`src/rtl/pcm_i2s_tx.sv`:
```
// pcm_i2s_tx -- MCLK-domain I2S serializer.
//
// Accepts one stereo PCM pair per frame through a single-entry holding
// register and shifts it out as BCLK / LRCK / SDATA. A frame is 64 BCLK
// slots (32 per channel); one BCLK period is 2^MCLK_DIV_LOG2 MCLK cycles.
//
// Handshake: a pair is transferred on a rising MCLK_I edge where VALID_I and
// READY_O are both high. READY_O is high exactly when the holding register
// is empty, does not depend on VALID_I, and the source may change PCML_I /
// PCMR_I freely while no transfer is taking place.
//
// Ports
//   MCLK_I       in   master clock, all logic on its rising edge
//   ARESETN_I    in   asynchronous active-low reset
//   PCML_I       in   left sample  [DATA_WIDTH-1:0], two's complement
//   PCMR_I       in   right sample [DATA_WIDTH-1:0]
//   VALID_I      in   sample pair valid
//   READY_O      out  holding register empty
//   BCLK_O       out  bit clock
//   LRCK_O       out  word select
//   SDATA_O      out  serial data, MSB first
//   UNDERFLOW_O  out  one-cycle pulse when a frame starts with no sample
//
// Build option
//   PCM_I2S_TX_LJ_EN  defined: left-justified format, LRCK high = left.
//                     undefined: I2S format (one-slot data delay, LRCK low = left).
module pcm_i2s_tx #(
  parameter int DATA_WIDTH    = 32,
  parameter int MCLK_DIV_LOG2 = 1
) (
  input  logic                  MCLK_I,
  input  logic                  ARESETN_I,
  input  logic [DATA_WIDTH-1:0] PCML_I,
  input  logic [DATA_WIDTH-1:0] PCMR_I,
  input  logic                  VALID_I,
  output logic                  READY_O,
  output logic                  BCLK_O,
  output logic                  LRCK_O,
  output logic                  SDATA_O,
  output logic                  UNDERFLOW_O
);

  localparam int W   = MCLK_DIV_LOG2 + 6;
  localparam int PAD = 32 - DATA_WIDTH;

`ifdef PCM_I2S_TX_LJ_EN
  localparam logic LRCK_RST = 1'b1;
`else
  localparam logic LRCK_RST = 1'b0;
`endif

  logic [W-1:0]          cnt_q, cnt_d;
  logic                  full_q, full_d;
  logic [DATA_WIDTH-1:0] hold_l_q, hold_l_d, hold_r_q, hold_r_d;
  logic [DATA_WIDTH-1:0] frame_l_q, frame_l_d, frame_r_q, frame_r_d;
  logic                  bclk_q, bclk_d;
  logic                  lrck_q, lrck_d;
  logic                  sdata_q, sdata_d;
  logic                  under_q, under_d;
  logic                  wrap, xfer;
  logic [5:0]            slot_d;
  logic [4:0]            bit_idx;
  logic [31:0]           l_just, r_just;

  assign cnt_d  = cnt_q + W'(1);
  assign wrap   = &cnt_q;
  assign xfer   = VALID_I & ~full_q;
  assign slot_d = cnt_d[W-1:MCLK_DIV_LOG2];

  // Outputs are registered from the *next* counter value so that in the
  // cycle the counter holds c the outputs already reflect c.
  always_comb begin
    full_d    = full_q;
    hold_l_d  = hold_l_q;
    hold_r_d  = hold_r_q;
    frame_l_d = frame_l_q;
    frame_r_d = frame_r_q;
    under_d   = 1'b0;
    if (wrap) begin
      if (full_q) begin
        frame_l_d = hold_l_q;
        frame_r_d = hold_r_q;
        full_d    = 1'b0;
      end else begin
        frame_l_d = '0;
        frame_r_d = '0;
        under_d   = 1'b1;
      end
    end
    // A transfer on an empty-holding wrap lands in the holding register;
    // the frame starting now still transmits zeros.
    if (xfer) begin
      hold_l_d = PCML_I;
      hold_r_d = PCMR_I;
      full_d   = 1'b1;
    end
  end

  // Words are MSB-justified into 32 bits so that short words pad with zeros.
  assign l_just = 32'(frame_l_d) << PAD;
  assign r_just = 32'(frame_r_d) << PAD;

`ifdef PCM_I2S_TX_LJ_EN
  // Slot k carries bit 31-k of the justified word of its channel.
  assign bit_idx = ~slot_d[4:0];

  always_comb begin
    bclk_d  = cnt_d[MCLK_DIV_LOG2-1];
    lrck_d  = ~slot_d[5];
    sdata_d = slot_d[5] ? r_just[bit_idx] : l_just[bit_idx];
  end
`else
  logic lsb_q, lsb_d;

  // Slot k (1..32) carries left bit 32-k, slot 32+k carries right bit 32-k,
  // so both reduce to bit (-slot) mod 32. Right bit 0 spills into slot 0 of
  // the next frame; lsb_q keeps it because the frame register has already
  // been reloaded by then.
  assign bit_idx = 5'd0 - slot_d[4:0];

  always_comb begin
    lsb_d   = wrap ? ((PAD == 0) ? frame_r_q[0] : 1'b0) : lsb_q;
    bclk_d  = cnt_d[MCLK_DIV_LOG2-1];
    lrck_d  = slot_d[5];
    if (slot_d == 6'd0) begin
      sdata_d = lsb_d;
    end else if (slot_d <= 6'd32) begin
      sdata_d = l_just[bit_idx];
    end else begin
      sdata_d = r_just[bit_idx];
    end
  end

  always_ff @(posedge MCLK_I or negedge ARESETN_I) begin
    if (!ARESETN_I) begin
      lsb_q <= 1'b0;
    end else begin
      lsb_q <= lsb_d;
    end
  end
`endif

  always_ff @(posedge MCLK_I or negedge ARESETN_I) begin
    if (!ARESETN_I) begin
      cnt_q     <= '0;
      full_q    <= 1'b0;
      hold_l_q  <= '0;
      hold_r_q  <= '0;
      frame_l_q <= '0;
      frame_r_q <= '0;
      bclk_q    <= 1'b0;
      lrck_q    <= LRCK_RST;
      sdata_q   <= 1'b0;
      under_q   <= 1'b0;
    end else begin
      cnt_q     <= cnt_d;
      full_q    <= full_d;
      hold_l_q  <= hold_l_d;
      hold_r_q  <= hold_r_d;
      frame_l_q <= frame_l_d;
      frame_r_q <= frame_r_d;
      bclk_q    <= bclk_d;
      lrck_q    <= lrck_d;
      sdata_q   <= sdata_d;
      under_q   <= under_d;
    end
  end

  assign READY_O     = ~full_q;
  assign BCLK_O      = bclk_q;
  assign LRCK_O      = lrck_q;
  assign SDATA_O     = sdata_q;
  assign UNDERFLOW_O = under_q;

endmodule
```
`config.mk`:
```
export PLATFORM = sky130hd
export DESIGN_NAME = pcm_i2s_tx
export DESIGN_NICKNAME = d
export VERILOG_FILES = /design/src/rtl/pcm_i2s_tx.sv
export SDC_FILE = /design/constraint.sdc
export NUM_CORES = 1
export LEC_CHECK = 0
export CORE_ASPECT_RATIO = 1.1
export CORE_MARGIN = 1.5
export CORE_UTILIZATION = 52
export DETAILED_ROUTE_END_ITERATION = 7
export PLACE_DENSITY = 0.71
export RECOVER_POWER = 50
export SLEW_MARGIN = 30
export SYNTH_ARGS = -nofsm -noshare
export SYNTH_HDL_FRONTEND = slang
export SYNTH_SLANG_ARGS = --single-unit
```
`constraint.sdc`:
```
create_clock -name MCLK_I -period 5.8 [get_ports MCLK_I]
set_input_delay 0.58 -clock MCLK_I [delete_from_list [all_inputs] [get_ports MCLK_I]]
set_output_delay 0.58 -clock MCLK_I [all_outputs]
set_load 0.005 [all_outputs]
```
# ---- Word level (Yosys, flattened, before mapping)
# Cells that the tools add are included.
dict set report totals {
  reg_bits 141
  inputBits 67
}
dict set report classes {
  bitwise 2
  muxes 15
  n_reduce_logical 3
  order_cmp 2
  add_sub_neg 2
}
# operator n
set op_table {}
lappend op_table {{$mux 32} 4}
lappend op_table {{$bmux 1 s5} 2}
lappend op_table {{$mux 1} 9}
lappend op_table {{$add 7x1->7 const B} 1}
lappend op_table {{$reduce_and 7->1} 1}
lappend op_table {{$le 6x6->1 const B} 1}
lappend op_table {{$logic_not 6->1} 1}
lappend op_table {{$lt 5x6->1 const B} 1}
lappend op_table {{$sub 1x5->5 const A} 1}
lappend op_table {{$reduce_bool 2->1} 1}
lappend op_table {{$and 1x1->1} 1}
lappend op_table {{$not 1->1} 1}

# ---- Depth between registers and ports, before layout
# Gate-level depths: netlist (run 1).
dict set report logic_depth {
  depth_word 6
  mapped_depth 13
  mapped_depth_nobuf 11
}

# ---- Least setup slack after synthesis (run 1)
# OpenSTA, ideal clock, no wires.
dict set report synth_path {
  kind {register to register}
  from {register cnt_q[0]}
  to {register sdata_q, in the netlist SDATA_O}
  period_less_slack_ps 3185
  arrival_time_ps 3047
  setup_slack_ps 2615
  setup_ps 139
  stages_incl_launch_ff 12
  path_buffers 0
  cell_sequence {dfrtp_1 ha_1 xor2_1 inv_1 ha_1 xor2_2 xnor2_2 mux4_1 mux4_2 o2111a_1 a32oi_1 o2111ai_1}
}
dict set report synth_between {
  elab_chain_len 6
}
# element line_no
set synth_lines {}
lappend synth_lines {{from (decl)} 52} ;# logic [W-1:0] cnt_q, cnt_d;
lappend synth_lines {{from (signal assigned)} 156} ;# cnt_q <= cnt_d;
lappend synth_lines {{$add 7x1->7 (*)} 65} ;# assign cnt_d = cnt_q + W'(1);
lappend synth_lines {{named net cnt_d[2]} 52}
lappend synth_lines {{$sub 1x5->5} 119} ;# assign bit_idx = 5'd0 - slot_d[4:0];
lappend synth_lines {{$bmux 1 s5 (on tied branches)} {130, 128}}
lappend synth_lines {{$mux 1 (on tied branches)} {130, 128}}
lappend synth_lines {{$mux 1} 127} ;# end else if (slot_d <= 6'd32) begin
lappend synth_lines {{$mux 1 (*)} 125} ;# if (slot_d == 6'd0) begin
lappend synth_lines {{named net sdata_d} 58} ;# logic sdata_q, sdata_d;
lappend synth_lines {{to (signal assigned)} 164} ;# sdata_q <= sdata_d;
lappend synth_lines {{to (decl)} 58}
# The timed path passes the listed nets; every way through them passes the cells marked *. The select of a mux whose other input is x is not followed.
# A chain may end at the register's enable or synchronous reset.

# ---- Final worst setup path (run 1)
dict set report layout_path {
  from {register cnt_q[0]}
  to {register sdata_q, in the netlist SDATA_O}
}
dict set report layout_between {
  elab_chain_len 6
}
# element line_no
set layout_lines {}
lappend layout_lines {{$add 7x1->7 (*)} 65}
lappend layout_lines {{$sub 1x5->5 (*)} 119}
lappend layout_lines {{named net bit_idx[0]} 62} ;# logic [4:0] bit_idx;
lappend layout_lines {{$bmux 1 s5 (on tied branches)} {130, 128}}
lappend layout_lines {{$mux 1 (on tied branches)} {130, 128}}
lappend layout_lines {{$mux 1 (*)} 127}
lappend layout_lines {{$mux 1 (*)} 125}
lappend layout_lines {{named net sdata_d} 58}
# Marks and branches as above.

==> results.txt, run 1 <==
Maximum VDD drop - 0.189 mV
Synth Area per Inst - 10.5 um^2
Synth area leader - dfrtp_1
Final wirelength - 15300 um
Top post-synthesis cells by area - dfrtp_1 50%, mux2_2 14%, nand2_1 7.9%
Cell row count - 43
GPL Wtd Cong - 0.917
Post-synth top flop - dfrtp_1
Worst Path Class, Setup - reg2reg
Net Count, Synth - 723
Critical path startpoint category - flop
Data arrival, critical path - 4.74 ns
Metal2 WL - 7590 um
Syn Inst Count - 654
Slew Viols, Final - 59
Synthesis-to-layout area growth - 20.5%
Worst R2R Path Depth - 10
I/O Pins - 72
Routed vias/inst - 5.76
Worst Setup End Kind - flop
Final Hold Vio Count - 0
Top Metal Used - met4
DRC viols - 0
Post-synth top area share - 50.4%
Setup TNS - 0 ns
Met3 wire length - 648 um
Worst Tran Pin Value - 3.10 ns
Longest Clk Path Bufs - 2
Status - complete, but fails checks
Die Height - 124 um
Clk slew on worst S/H paths - 0.06 ns
Sink Count - 139
Synth unique cells - 52
Cell area power density - 350 nW/um^2
DRT antenna net count - 0
TritonCTS buffer count - 17
Internal reg-to-reg setup slack - 1.36 ns
Most common cell in the synthesized netlist - nand2_1
GRT Total Usage - 24.0%
# setup viols final - 0
Grt ovf - 0
Wl on met1 - 6850 um
Worst Hold Class - in2async
Max Cap Violations - 1
Post_cts resized - 0
Vias in the first global route - 5181
Final Skew - 0.00494 ns
H-Tree Depth - 4
Initial Util - 54.1%
Failing checks - max-capacitance violations, max-slew violations
PortBufs - 71
Max Freq - 225 MHz
DR WL/cell - 17.5 um
Ant diodes - 0
Tcrit/Tclk final - 76.6%
HPWL after DPL - 10200 um
Chip Width - 113 um
RSZ-0062 raised after global routing - false
Core ar. - 12800 um^2
First-pass GRT wire length - 26000 um
Post-Syn Area - 6900 um^2
Min cycle time layout - 4.44 ns
Sequential area share after synthesis - 50.4%
Post-synth EDFFs - 0
# nets final - 774
Synth top cells by count - 146 x nand2_1, 139 x dfrtp_1, 84 x mux2_2, 43 x o21ai_0, 41 x mux2i_1
Leak - 3.96 nW
Layout cells sized above 1 - 19.5%
Yosys warning count - 0
Worst Path Required - 6.09 ns
Initial antenna violation count - 0
CTS tree - done
Setup Fix Bufs, Post-CTS - 0
Worst-path maximum fanout - 33
CTS root buffer - clkbuf_16
Crit. Startpoint - cnt_q[0]$_DFF_PN0_
Via count - 5038
Async S/R FF share, synth - 100%
RR Startpoint - cnt_q[0]$_DFF_PN0_
Worst skew pair latency - 0.43 ns
R2R Path End - SDATA_O$_DFF_PN0_
DRT iter0 DRCs - 399
CTS Hold Bufs - 0
Yosys reg bits - 139
Die ar. - 14000 um^2
Max-slew headroom - -107%
Largest net degree at the start of global routing - 83
Drt pass-1 iters - 4
WHS - 0.183 ns
## cell families after synthesis
kind of cell    synth area share [%]
fa+ha+maj                      0.363
simple gates                    14.3
buf+inv                         3.59
mux                             22.1
flops                           50.4
xor+xnor                        1.47
compound gates                  7.71
## cell type report
| class | instances | area, um^2 |
|---|---|---|
| repair buffers | 78 | 761 |
| multi-input cells | 458 | 3170 |
| clock buffers | 20 | 467 |
| clock inverters | 12 | 193 |
| flip-flops and latches | 139 | 3480 |
| fillers | 1000 | 4440 |
| inverters | 11 | 41.3 |
| well taps | 157 | 196 |
## power by group
part | internal, mW | leakage [nW] | switching, mW
combinational | 0.249 | 1.87 | 0.154
sequential | 1.15 | 1.78 | 0.162
clock | 0.793 | 0.318 | 0.409
## registers in the layout, summed over array words and instances, names as in the netlist
signal,cells
UNDERFLOW_O,1
lsb_q,1
SDATA_O,1
full_q,1
cnt_q,7
hold_r_q,32
frame_r_q,32
hold_l_q,32
frame_l_q,32
## layout by cell type, fill, tap and decap left out, types with 4 or more instances in the layout
cell type | synthesis | final
nand2_1 | 146 | 145
dfrtp_1 | 139 | 138
mux2_2 | 84 | 84
clkdlybuf4s50_1 | 0 | 70
o21ai_0 | 43 | 43
mux2i_1 | 41 | 41
nand3_1 | 31 | 32
nor2_1 | 26 | 26
clkbuf_16 | 0 | 17
inv_1 | 11 | 11
a31oi_1 | 7 | 7
nor3_1 | 7 | 7
o211ai_1 | 7 | 7
nand4_1 | 6 | 6
buf_4 | 3 | 6
o22ai_1 | 5 | 5
bufinv_16 | 0 | 5
xnor2_1 | 3 | 4
a22oi_1 | 4 | 4
mux4_2 | 4 | 4
clkinv_2 | 0 | 4
## metal layers
metal | global-route usage (%) | vias to the layer above
met4 | 9.41 | 0
met1 | 31.2 | 2508
met3 | 4.09 | 18
li1 | - | 2391
met5 | 0 | -
met2 | 40.4 | 121
## how the worst max path moves through the flow
stage	slack, ns	end	depth (start not counted)
CTS	1.82	SDATA_O$_DFF_PN0_	10
floorplan	2.61	SDATA_O$_DFF_PN0_	11
finish	1.36	SDATA_O$_DFF_PN0_	10
global placement	2.02	SDATA_O$_DFF_PN0_	10
detailed placement	1.82	SDATA_O$_DFF_PN0_	10
global route	1.08	SDATA_O$_DFF_PN0_	10
## per-stage QoR
stage	total power, mW	setup WS (ns)	cells	util (%)	area [um^2]
2_1_floorplan	1.55	2.61	654	-	6900
3_3_place_gp	1.70	2.02	843	60.1	7660
3_5_place_dp	1.73	1.82	843	60.2	7670
4_1_cts	2.93	1.82	875	65.3	8330
5_1_grt	3.04	1.08	875	65.2	8310
6_report	2.91	1.36	875	65.2	8310
## critical path, stage by stage (launching register included)
cell	delay (ns)
dfrtp_1	0.41
ha_1	1.28
inv_1	0.29
ha_1	0.33
xor2_2	0.18
xnor2_2	0.42
mux4_1	0.38
mux4_2	0.47
o2111a_1	0.24
a32oi_1	0.15
o2111ai_1	0.13
No activity file was read; power rests on OpenSTA's default activity.
==> run 2: changes to the inputs <==
==> constraint.sdc (replaced) <==
create_clock -name MCLK_I -period 4.6 [get_ports MCLK_I]
set_input_delay 0.46 -clock MCLK_I [delete_from_list [all_inputs] [get_ports MCLK_I]]
set_output_delay 0.46 -clock MCLK_I [all_outputs]
set_load 0.005 [all_outputs]
==> run 2 against run 1 <==
The run still ends with max-capacitance violations, max-slew violations left; worst hold slack better by 0.28 ns; utilization is 0.30 points higher; wire length is 0.62% lower; register-to-register slack worse by 0.37 ns; sequential share of layout area is 0.19 points lower; via count hardly changed; cell count stayed put; count of clock-buffer cells in the layout is 1 higher; critical path depth is 1 higher; sequential cell count stayed put; highest routed layer unchanged.
==> results.txt, run 2 (synthesis results as in run 1) <==
Status - complete, but fails checks (unchanged)
Failing checks - max-capacitance violations, max-slew violations (unchanged)
Maximum VDD drop - 0.284 mV (was 0.189 mV)
Min cycle time layout - 3.62 ns (was 4.44 ns)
Worst Path Class, Setup - reg2reg (unchanged)
Clk slew on worst S/H paths - 0.06 ns (about the same)
Largest net degree at the start of global routing - 107 (was 83)
Wl on met1 - 6600 um (was 6850 um)
Critical path startpoint category - flop (unchanged)
WHS - 0.466 ns (was 0.183 ns)
HPWL after DPL - 10100 um (was 10200 um)
Dpl cells - 843 (unchanged)
Worst-path maximum fanout - 8 (was 33)
H-Tree Depth - 4 (unchanged)
Internal reg-to-reg setup slack - 0.98 ns (was 1.36 ns)
Worst Path Buf+Inv - 1 (unchanged)
Cell area power density - 447 nW/um^2 (was 350 nW/um^2)
Layout Cells excl Fill - 875 (unchanged)
Most common cell after layout, fill and taps aside - nand2_1 (unchanged)
Met3 wire length - 765 um (was 648 um)
Max Freq - 277 MHz (was 225 MHz)
# setup viols final - 0 (unchanged)
DRC viols - 0 (unchanged)
PortBufs - 71 (unchanged)
Final Hold Vio Count - 0 (unchanged)
DR WL/cell - 17.4 um (was 17.5 um)
First-pass GRT wire length - 25600 um (was 26000 um)
CP peak stage delay - 0.48 ns (was 1.28 ns)
TritonCTS buffer count - 17 (unchanged)
Cell row count - 43 (unchanged)
Filler cells - 988 (was 1000)
Slew Viols, Final - 107 (was 59)
# nets final - 774 (unchanged)
DRT iter0 DRCs - 309 (was 399)
Synthesis-to-layout area growth - 21.1% (was 20.5%)
Die ar. - 14000 um^2 (unchanged)
Kind of cell adding the most delay to the critical path - XOR/XNOR gates (was adder cells)
Worst skew pair latency - 0.42 ns (was 0.43 ns)
Drt pass-1 iters - 4 (unchanged)
I/O Pins - 72 (unchanged)
Worst Hold Class - reg2reg (was in2async)
Via count - 5036 (was 5038)
CTS root buffer - clkbuf_16 (unchanged)
Die Height - 124 um (unchanged)
Worst Path Required - 4.88 ns (was 6.09 ns)
Crit-path cells - ha_1, xor2_1, inv_1, ha_1, xor2_2, xnor2_2, mux4_1, mux4_2, o2111a_1, a32oi_1, o2111ai_1 (was ha_1, inv_1, ha_1, xor2_2, xnor2_2, mux4_1, mux4_2, o2111a_1, a32oi_1, o2111ai_1)
Grt ovf - 0 (unchanged)
Max-slew headroom - -77.1% (was -107%)
Tcrit/Tclk final - 78.6% (was 76.6%)
Max Cap Violations - 1 (unchanged)
Most frequent cells in the layout - 145 x nand2_1, 138 x dfrtp_1, 84 x mux2_2, 70 x clkdlybuf4s50_1, 43 x o21ai_0 (unchanged)
Sink Count - 139 (unchanged)
Final Skew - 0.00605 ns (was 0.00494 ns)
Chip Width - 113 um (unchanged)
CTS Hold Bufs - 0 (unchanged)
RSZ-0062 raised after global routing - false (unchanged)
CP max stage cell - mux4_2 (was ha_1)
Longest Clk Path Bufs - 2 (unchanged)
Crit path top cell by count - ha_1 (unchanged)
GPL Wtd Cong - 0.880 (was 0.917)
CTS tree - done (unchanged)
Top Metal Used - met4 (unchanged)
Ant diodes - 0 (unchanged)
Layout cells sized above 1 - 19.9% (was 19.5%)
Data arrival, critical path - 3.89 ns (was 4.74 ns)
GRT Total Usage - 23.5% (was 24.0%)
Metal2 WL - 7620 um (was 7590 um)
Leak - 3.97 nW (was 3.96 nW)
Initial antenna violation count - 0 (unchanged)
Worst Setup End Kind - flop (unchanged)
Post_cts resized - 0 (unchanged)
Setup Fix Bufs, Post-CTS - 0 (unchanged)
Worst Tran Pin Value - 2.66 ns (was 3.10 ns)
Core ar. - 12800 um^2 (unchanged)
DRT antenna net count - 0 (unchanged)
Final wirelength - 15200 um (was 15300 um)
Vias in the first global route - 5197 (was 5181)
Routed vias/inst - 5.76 (about the same)
Initial Util - 54.1% (unchanged)
Setup TNS - 0 ns (unchanged)
==> run 2: path summary, 6_finish.rpt <==
check,start,endpoint,cells after the start
min in group asynchronous,ARESETN_I,hold_l_q[29]$_DFFE_PN0P_,1
hold reg to reg,frame_l_q[8]$_DFF_PN0_,frame_l_q[8]$_DFF_PN0_,2
setup / recovery,cnt_q[0]$_DFF_PN0_,SDATA_O$_DFF_PN0_,11
max in group asynchronous,ARESETN_I,frame_r_q[20]$_DFF_PN0_,1
setup reg to reg,cnt_q[0]$_DFF_PN0_,SDATA_O$_DFF_PN0_,11
hold / removal,frame_l_q[8]$_DFF_PN0_,frame_l_q[8]$_DFF_PN0_,2
==> run 2: area by class of cell <==
cell class | count | area, um^2 | area share, %
clock buffer | 21 | 480 | 5.75
clock inverter | 11 | 213 | 2.55
inverter | 11 | 41.3 | 0.495
multi-input combinational | 458 | 3180 | 38.1
sequential | 139 | 3480 | 41.7
tap | 157 | 196 | 2.35
timing repair buffer | 78 | 758 | 9.08
==> run 2: layer usage <==
metal	global-route usage, %	vias to the layer above
met1	30.5	2489
met4	9.89	0
met2	38.5	143
met3	5.16	23
li1	-	2381
met5	0	-
==> run 2: power breakdown <==
part | leakage [nW] | switching, mW | total [mW] | internal [mW]
logic | 1.86 | 0.180 | 0.493 | 0.313
registers | 1.78 | 0.216 | 1.66 | 1.44
clock network | 0.331 | 0.507 | 1.58 | 1.07
==> run 2: through the flow <==
| step | setup WS, ns | utilization (%) | power (mW) | area [um^2] |
|---|---|---|---|---|
| CTS | 1.04 | 65.5 | 3.77 | 8360 |
| detailed placement | 1.07 | 60.1 | 2.18 | 7660 |
| finish | 0.985 | 65.5 | 3.73 | 8350 |
| global route | 0.714 | 65.5 | 3.90 | 8350 |
| floorplan | 1.41 | - | 1.95 | 6900 |
| global placement | 1.25 | 60.1 | 2.15 | 7660 |
==> run 2: worst register-to-register path, stage by stage, from the launching register on <==
cell and delay [ns]:
dfrtp_1 0.43, ha_1 0.26, xor2_1 0.39, inv_1 0.09, ha_1 0.26, xor2_2 0.18, xnor2_2 0.43, mux4_1 0.37
mux4_2 0.48, o2111a_1 0.24, a32oi_1 0.19, o2111ai_1 0.15
